File: src/rtl/inst_div.sv
// inst_div: iterative RV32M divider (DIV/DIVU/REM/REMU) in the execute stage.
// Restoring shift-subtract resolving DIV_BITS_PER_CYCLE quotient bits per clock.
// Divide-by-zero and signed overflow resolve in one cycle without stalling.
// Optional feature macro: DIV_REM_FUSE_EN. When defined, a DIV/REM pair on the same
// operands (back to back) completes its second half in one cycle.
module inst_div #(
  parameter int unsigned DIV_BITS_PER_CYCLE = 1
) (
  input  logic        clk,
  input  logic        cpurst,
  input  logic        de2ex_inst_valid_ffout,
  input  logic        de2ex_MD_OP_ffout,
  input  logic [2:0]  de2ex_aluop_ffout,
  input  logic [31:0] de2ex_rd_oprand1_ffout,
  input  logic [31:0] de2ex_rd_oprand2_ffout,
  input  logic [4:0]  de2ex_rs1addr_ffout,
  input  logic [4:0]  de2ex_rs2addr_ffout,
  input  logic [4:0]  de2ex_wr_regindex_ffout,
  input  logic        de2ex_MD_OP,
  input  logic [2:0]  de2ex_aluop,
  input  logic [4:0]  de2ex_rs1addr,
  input  logic [4:0]  de2ex_rs2addr,
  output logic        div2mem_complete_ffout,
  output logic [31:0] div2mem_result_ffout,
  output logic        div_stall
);

  localparam int unsigned XLEN  = 32;
  localparam int unsigned ITERS = XLEN / DIV_BITS_PER_CYCLE;
  localparam int unsigned CNT_W = 5;

  localparam logic [2:0] ALU_DIV  = 3'b100;
  localparam logic [2:0] ALU_DIVU = 3'b101;
  localparam logic [2:0] ALU_REM  = 3'b110;
  localparam logic [2:0] ALU_REMU = 3'b111;

  typedef enum logic [1:0] {IDLE, CALC, DONE} state_t;

  state_t             state, state_nxt;
  logic [CNT_W-1:0]   cnt, cnt_nxt;
  logic [XLEN-1:0]    rem, rem_nxt;
  logic [XLEN-1:0]    quo, quo_nxt;
  logic [XLEN-1:0]    dvs, dvs_nxt;
  logic               q_neg, q_neg_nxt;
  logic               r_neg, r_neg_nxt;
  logic               rem_op, rem_op_nxt;
  logic               complete_nxt;
  logic [XLEN-1:0]    result_nxt;
  logic               stall_c;
  logic               fuse, fuse_nxt;
  logic [XLEN-1:0]    fuse_val, fuse_val_nxt;

  logic            div_go, is_signed, op1_neg, op2_neg, ovf;
  logic [XLEN-1:0] mag1, mag2, q_fix, r_fix;
  logic [XLEN:0]   part;
  logic            fuse_p;

  assign div_go = de2ex_inst_valid_ffout & de2ex_MD_OP_ffout &
                  ((de2ex_aluop_ffout == ALU_DIV)  | (de2ex_aluop_ffout == ALU_DIVU) |
                   (de2ex_aluop_ffout == ALU_REM)  | (de2ex_aluop_ffout == ALU_REMU));

  // Operand decode: signed ops (DIV/REM) have funct3[0]==0
  assign is_signed = ~de2ex_aluop_ffout[0];
  assign op1_neg   = is_signed & de2ex_rd_oprand1_ffout[31];
  assign op2_neg   = is_signed & de2ex_rd_oprand2_ffout[31];
  assign mag1      = op1_neg ? (~de2ex_rd_oprand1_ffout + 32'd1) : de2ex_rd_oprand1_ffout;
  assign mag2      = op2_neg ? (~de2ex_rd_oprand2_ffout + 32'd1) : de2ex_rd_oprand2_ffout;
  assign ovf       = is_signed & (de2ex_rd_oprand1_ffout == 32'h8000_0000) &
                     (de2ex_rd_oprand2_ffout == 32'hFFFF_FFFF);
  assign q_fix     = q_neg ? (~quo + 32'd1) : quo;
  assign r_fix     = r_neg ? (~rem + 32'd1) : rem;

`ifdef DIV_REM_FUSE_EN
  // Next instruction is the complementary op on the same, unclobbered sources
  assign fuse_p = de2ex_MD_OP & de2ex_aluop[2] &
                  (de2ex_aluop == (de2ex_aluop_ffout ^ 3'b010)) &
                  (de2ex_rs1addr == de2ex_rs1addr_ffout) &
                  (de2ex_rs2addr == de2ex_rs2addr_ffout) &
                  (de2ex_rs1addr_ffout != de2ex_wr_regindex_ffout) &
                  (de2ex_rs2addr_ffout != de2ex_wr_regindex_ffout);
`else
  logic unused_fuse_inputs;
  assign fuse_p = 1'b0;
  assign unused_fuse_inputs = ^{de2ex_MD_OP, de2ex_aluop, de2ex_rs1addr, de2ex_rs2addr,
                                de2ex_rs1addr_ffout, de2ex_rs2addr_ffout,
                                de2ex_wr_regindex_ffout};
`endif

  // Stall is suppressed while reset is held so all outputs read zero
  assign div_stall = stall_c & ~cpurst;

  // State and datapath registers
  always_ff @(posedge clk or posedge cpurst) begin
    if (cpurst) begin
      state                  <= IDLE;
      cnt                    <= '0;
      rem                    <= '0;
      quo                    <= '0;
      dvs                    <= '0;
      q_neg                  <= 1'b0;
      r_neg                  <= 1'b0;
      rem_op                 <= 1'b0;
      fuse                   <= 1'b0;
      fuse_val               <= '0;
      div2mem_complete_ffout <= 1'b0;
      div2mem_result_ffout   <= '0;
    end else begin
      state                  <= state_nxt;
      cnt                    <= cnt_nxt;
      rem                    <= rem_nxt;
      quo                    <= quo_nxt;
      dvs                    <= dvs_nxt;
      q_neg                  <= q_neg_nxt;
      r_neg                  <= r_neg_nxt;
      rem_op                 <= rem_op_nxt;
      fuse                   <= fuse_nxt;
      fuse_val               <= fuse_val_nxt;
      div2mem_complete_ffout <= complete_nxt;
      div2mem_result_ffout   <= result_nxt;
    end
  end

  // Next-state, datapath update and stall generation
  always_comb begin
    state_nxt    = state;
    cnt_nxt      = cnt;
    rem_nxt      = rem;
    quo_nxt      = quo;
    dvs_nxt      = dvs;
    q_neg_nxt    = q_neg;
    r_neg_nxt    = r_neg;
    rem_op_nxt   = rem_op;
    fuse_nxt     = fuse;
    fuse_val_nxt = fuse_val;
    complete_nxt = 1'b0;
    result_nxt   = div2mem_result_ffout;
    stall_c      = 1'b0;
    part         = '0;

    unique case (state)
      IDLE: begin
        fuse_nxt = 1'b0;
        if (div_go) begin
          if (fuse) begin
            result_nxt   = fuse_val;
            complete_nxt = 1'b1;
          end else if (de2ex_rd_oprand2_ffout == '0) begin
            result_nxt   = de2ex_aluop_ffout[1] ? de2ex_rd_oprand1_ffout : 32'hFFFF_FFFF;
            complete_nxt = 1'b1;
          end else if (ovf) begin
            result_nxt   = de2ex_aluop_ffout[1] ? 32'h0000_0000 : 32'h8000_0000;
            complete_nxt = 1'b1;
          end else begin
            stall_c    = 1'b1;
            rem_nxt    = '0;
            quo_nxt    = mag1;
            dvs_nxt    = mag2;
            q_neg_nxt  = op1_neg ^ op2_neg;
            r_neg_nxt  = op1_neg;
            rem_op_nxt = de2ex_aluop_ffout[1];
            cnt_nxt    = '0;
            state_nxt  = CALC;
          end
        end
      end
      CALC: begin
        if (!div_go) begin
          state_nxt = IDLE;
          cnt_nxt   = '0;
        end else begin
          stall_c = 1'b1;
          for (int i = 0; i < int'(DIV_BITS_PER_CYCLE); i++) begin
            part    = {rem_nxt, quo_nxt[XLEN-1]};
            quo_nxt = {quo_nxt[XLEN-2:0], 1'b0};
            if (part >= {1'b0, dvs}) begin
              part       = part - {1'b0, dvs};
              quo_nxt[0] = 1'b1;
            end
            rem_nxt = part[XLEN-1:0];
          end
          if (cnt == CNT_W'(ITERS - 1)) begin
            cnt_nxt   = '0;
            state_nxt = DONE;
          end else begin
            cnt_nxt = cnt + CNT_W'(1);
          end
        end
      end
      DONE: begin
        result_nxt   = rem_op ? r_fix : q_fix;
        complete_nxt = 1'b1;
        state_nxt    = IDLE;
        if (fuse_p) begin
          fuse_nxt     = 1'b1;
          fuse_val_nxt = rem_op ? q_fix : r_fix;
        end
      end
      default: state_nxt = IDLE;
    endcase
  end

endmodule
File: config.mk
export PLATFORM = sky130hd
export DESIGN_NAME = inst_div
export DESIGN_NICKNAME = d
export VERILOG_FILES = /design/src/rtl/inst_div.sv
export SDC_FILE = /design/constraint.sdc
export NUM_CORES = 1
export LEC_CHECK = 0
export CORE_MARGIN = 8
export CORE_UTILIZATION = 30
export DETAILED_ROUTE_END_ITERATION = 16
export PLACE_DENSITY = 0.58
export SYNTH_ARGS = -nofsm -noshare
export SYNTH_HDL_FRONTEND = slang
export SYNTH_SLANG_ARGS = --single-unit
File: constraint.sdc
create_clock -name clk -period 5.7 [get_ports clk]
set_input_delay 1.14 -clock clk [delete_from_list [all_inputs] [get_ports clk]]
set_output_delay 1.14 -clock clk [all_outputs]
set_load 0.03 [all_outputs]
======== After elaboration in Yosys (flattened, before gate mapping) ========
Cells that the tools add are included.
storage, ports and cells
  register bits after elaboration ......... 139
  latch bits .............................. 0
  RAM bits ................................ 0
  bits in read-only memories .............. 0
  logic and storage cells ................. 104
  memories kept ........................... 0
operators by class
  $add $sub $neg .......................... 6
  multiply operators ...................... 0
  div/mod/pow operators ................... 0
  $lt $le $gt $ge ......................... 1
  equality and inequality tests ........... 15
  shift-type cells ........................ 0
  multiplexer cells ....................... 44
  bitwise operators ....................... 19
  reductions and logical operators ........ 9
operators with widths
  cell                   count
  $mux 32                19
  $pmux 32 s2            3
  $add 32x1->32 const B  4
  $not 32->32            4
  $eq 32x32->1 const B   2
  $ge 33x32->1           1
  $logic_not 32->1       1
  $sub 32x32->32         1
  $mux 5                 5
  $eq 3x3->1 const B     4
  $reduce_and 4->1       3
  $mux 2                 5
  $pmux 5 s2             1
  $mux 1                 8
  $ne 2x2->1 const B     4
  $and 1x1->1            7
  $ne 3x3->1 const B     2
  $add 5x1->5 const B    1
  $eq 5x5->1 const B     1
  $reduce_and 5->1       1
  $not 1->1              4
  $pmux 1 s2             2
  $pmux 2 s2             1
  $reduce_bool 2->1      2
  other kinds (6)        8

======== Longest topological paths before layout ========
  depth after elaboration ................. 8
  depth in mapped cells ................... 13
  gate-level depth less buffers ........... 12

======== Worst setup path after synthesis ========
No wires, ideal clock.
  path kind ............................... input to output
  from .................................... input de2ex_rd_oprand2_ffout[0]
  to ...................................... output div_stall
  data arrival time ....................... 3302 ps
  data required time ...................... 4560 ps
  slack ................................... 1258 ps
  stages on the path ...................... 11
  path through ............................ inv_1 ha_1 and2_1 and2_0 clkbuf_1 o2bb2ai_2 a211o_1 buf_4 buf_6 buf_4 nor3_1
between the ends
  word-level cells in the longest chain between the ends .. 7
  elaborated cells between the ends (all ways) .. 8
  classes of those cells .................. eq/ne (1); mux (4); bitwise (2); reduce/logical (1)
ends and longest elaborated chain
  item             RTL line  RTL
  from (decl)      15        input logic [31:0] de2ex_rd_oprand2_ffout,
  $eq 32x32->1     69        (de2ex_rd_oprand2_ffout == 32'hFFFF_FFFF);
  $and 1x1->1      68        assign ovf = is_signed & (de2ex_rd_oprand1_ffout == 32'h8000_0000) &
  $mux 1           150       end else if (ovf) begin
  $mux 1 (*)       147       end else if (de2ex_rd_oprand2_ffout == '0) begin
  $mux 1 (*)       143       if (div_go) begin
  $pmux 1 s2 (*)   140       unique case (state)
  $and 1x1->1 (*)  90        assign div_stall = stall_c & ~cpurst;
  to (decl)        25        output logic div_stall
Every way passes the cells marked *; elsewhere a longest branch is shown, timed or not.

======== Worst setup path in the final report ========
  from .................................... input de2ex_rd_oprand1_ffout[3]
  to ...................................... output div_stall
between the ends
  word-level cells in the longest chain between the ends .. 8
ends and longest elaborated chain
  item                      RTL line  RTL
  from (decl)               14        input logic [31:0] de2ex_rd_oprand1_ffout,
  $eq 32x32->1              68
  $and 1x1->1 (2 in a row)  68
  $mux 1                    150
  $mux 1                    147
  $mux 1                    143
  $pmux 1 s2                140
  $and 1x1->1               90
Every way passes these cells.

==> impl_results.md <==
- Final Skew: between 0.01 and 0.015 ns
- Final wirelength: 32.7 mm
- WS Path Type: input port to primary output
- Critical path peak fanout: 5
- Syn_nets: 1470
- Mapped Area: 10800 µm²
- Fillers: 3655
- Most frequent cells in the layout: nand2_1, dfrtp_1, o21ai_0, clkdlybuf4s50_1, a21oi_1
- CTS root buf: clkbuf_16
- Routability congestion estimate: 0.919
- First-pass GRT wire length: 52.2 mm
- Fin nets: 1540
- Hold path start: div2mem_result_ffout[25]
- Post-cts resize count: 0
- Die width: 205 µm
- Routed Antenna Nets: 0
- Number of diodes: 0
- Initial DRC count: 724
- Worst VDD drop: 201 µV
- CP Capture Type: primary output
- Status: complete, no violations
- Drt drc: 0
- YS warnings: 0
- Slowest CP cell: or4_1
- Detailed Routing Iterations Pass 1: 5
- Hold buffer count at CTS: 0
- Core area: 35500 µm²
- Avg WL per Cell: 17.5 µm
- Yosys reg bits: about 140
- Drt via density: 5.32
- Worst path bufs/invs: 2
- CTS tree: built
- CP max stage delay: 0.63 ns
- Simple-gate portion of the synthesized area: 18.4%
- CP delay by family, top: simple AND/OR/NAND/NOR gates
- Crit path time final: 5.50 ns
- Slew Limit Fails: 0
- Vias in the first global route: 9632
- Final-report setup violation count: 0
- Final Cell Area: 12800 µm²
- Clock-pin transition on the worst setup and hold timing paths: 0.06 ns
- Row Count: 69
- Post-route setup TNS: 0 ns
- Final Util: between 30% and 40%
- RR Endpoint: rem[7]
- H-tree depth: 4
- Clock latency on the worst-skew pair: about 0.43 ns
- Worst reg2reg startpoint: rem[5]
- Crit start category: input port
- Clock Path Buffers: 2
- Commonest non-fill, non-tap cell in the layout: nand2_1
- Period utilization: between 90% and 100%
- Share of layout cells above drive strength 1: 5.24%
- GRT Total Usage: 15.3%
- Total Power: between 0.003 and 0.004 W
- Worst reg-to-reg setup slack: approximately 1.7 ns
- Main synth FF type: dfrtp_1
- Crit-path cells: clkdlybuf4s50_1 -> or4_1 -> nor3_1 -> nand4_1 -> o2bb2ai_2 -> a211o_2 -> nor3_1 -> clkdlybuf4s50_1
- PD cells: 267 nW/µm²
- Port Buffers: about 100
- Worst Reg2Reg Path Length in Cells: 10
- Max-slew headroom: between 20% and 30%
- Die Y-Extent: approximately 200 µm
- Initial antenna violation count: 0
- Post-synth cell types: 69
- CP startpoint: de2ex_rd_oprand1_ffout[3]
- Adder-cell share of the synthesized area: under 10%
- Register area share after synthesis: 32.3%
- Total gr overflow: 0
- Maxcap violations: 0
- XOR/XNOR Fraction of Synth Area: 11.6%
- Hold Fails Final Rpt: 0
- Initial core utilization: between 30% and 40%
- Largest family of logic cells by synthesized area: compound AO/OA/AOI/OAI gates
- Area delta synth->final: 19.2%
- DP HPWL: 24.7 mm
- Multiplexer share of the synthesized area: 1.89%
- Lkg Pwr: 5.43 nW
- Largest net degree at the start of global routing: around 110
- Die area: 42200 µm²
- Vias: 9969
- WP depth: 8
- Top Ports: 134
- Cells after synthesis: 1330
- Worst Tran Pin Value: 1.15 ns
- WP data required: 4.56 ns
- Setup bufs post-CTS: 0
- RSZ-0062 raised after global routing: false
- Hold Slack: 0.479 ns
- Worst Hold Depth: 2
- Fmax: 182 MHz
- Placed Instance Area: 12200 µm²
- EDFF count, synth: 0
- Syn avg cell area: 8.10 µm²
- End of the worst hold path: div2mem_result_ffout[25]
- Reg area: ~3500 µm²
- CTS buffer count: 17
- Sink Count: 139
- FFs w/ async S/R, synth: between 90% and 100%
- Multi-input gate area: 6730 µm²
- Hold Crit Class: flip-flop to flip-flop
- Compound-cell area share of the yosys netlist: 25.6%
- Critical path arrival: between 4 and 5 ns
synthesized netlist by cell type, types with 9 or more instances:
master | number | area, µm²
nand2_1 | 160 | 601
dfrtp_1 | 139 | 3480
o21ai_0 | 125 | 626
a21oi_1 | 102 | 510
nor2_1 | 91 | 342
xnor2_1 | 76 | 666
xor2_1 | 67 | 587
inv_1 | 66 | 248
clkbuf_1 | 49 | 184
ha_1 | 39 | 488
o31ai_1 | 32 | 240
o21ai_1 | 26 | 130
nand2b_1 | 21 | 131
nor3_1 | 21 | 105
a21o_1 | 17 | 128
mux2i_1 | 17 | 170
nand3_1 | 16 | 80.1
nand4_1 | 16 | 100
a211oi_1 | 15 | 113
or3_1 | 14 | 87.6
a31oi_1 | 13 | 81.3
buf_2 | 13 | 65.1
or4_1 | 13 | 97.6
nor2b_1 | 12 | 75.1
o41ai_1 | 12 | 105
o221ai_1 | 11 | 96.3
a221o_1 | 10 | 100
nor4_1 | 10 | 62.6
o211ai_1 | 10 | 75.1
o21a_1 | 10 | 75.1
a211o_1 | 9 | 78.8
a32oi_1 | 9 | 78.8
tightest hold or removal path: stages (launching register included):
cell,delay (ns)
dfrtp_1,0.34
nand2_1,0.04
o21ai_0,0.06
state kept, by name (all words and copies together) (netlist names):
signal	flops
state	2
cnt	5
dvs	32
quo	32
rem_op	1
div2mem_complete_ffout	1
div2mem_result_ffout	32
rem	32
q_neg	1
r_neg	1
metrics by stage:
step,setup slack [ns],std cells
3_3_place_gp,0.274,1842
4_1_cts,0.227,1874
3_5_place_dp,0.241,1842
2_1_floorplan,0.835,1330
6_report,0.196,1874
5_1_grt,0.0111,1874
cell type report:
type	instances	area share (%)
Tap cell	461	4.49
Clock buffer	20	3.56
Sequential cell	139	27.1
Timing Repair Buffer	125	9.34
Clock inverter	12	1.14
Inverter	66	1.97
Multi-Input combinational cell	1051	52.4
kinds of logic after synthesis:
logic type               Yosys count
AND/OR/NAND/NOR                  411
buffers and inverters            140
AO/OA/AOI/OAI                    437
multiplexers                      20
flip-flops                       139
adder cells (fa/ha/maj)           40
XOR/XNOR                         143
routing by layer:
layer | track usage, % | vias up | wire, µm
li1 | - | 4944 | -
met1 | 21.9 | 4691 | 16000
met2 | 23.7 | 293 | 14300
met3 | 2.50 | 41 | 1940
met4 | 4.14 | 0 | 504
met5 | 0 | - | 0
power by group:
part / switching (W) / internal (W) / leakage, nW
registers: 0.000126 / 0.00109 / 1.79
clock network: 0.000443 / 0.000708 / 0.292
logic: 0.000617 / 0.000448 / 3.34
total: 0.00119 / 0.00225 / 5.43
worst max path at each step:
| stage | slack [ns] | to |
|---|---|---|
| 4_1_cts | 0.23 | div_stall |
| 2_1_floorplan | 0.84 | cnt[0] |
| 6_report | 0.20 | div_stall |
| 5_1_grt | 0.01 | div_stall |
| 3_3_place_gp | 0.27 | div_stall |
| 3_5_place_dp | 0.24 | div_stall |
Power figures use the tool's default switching activity.
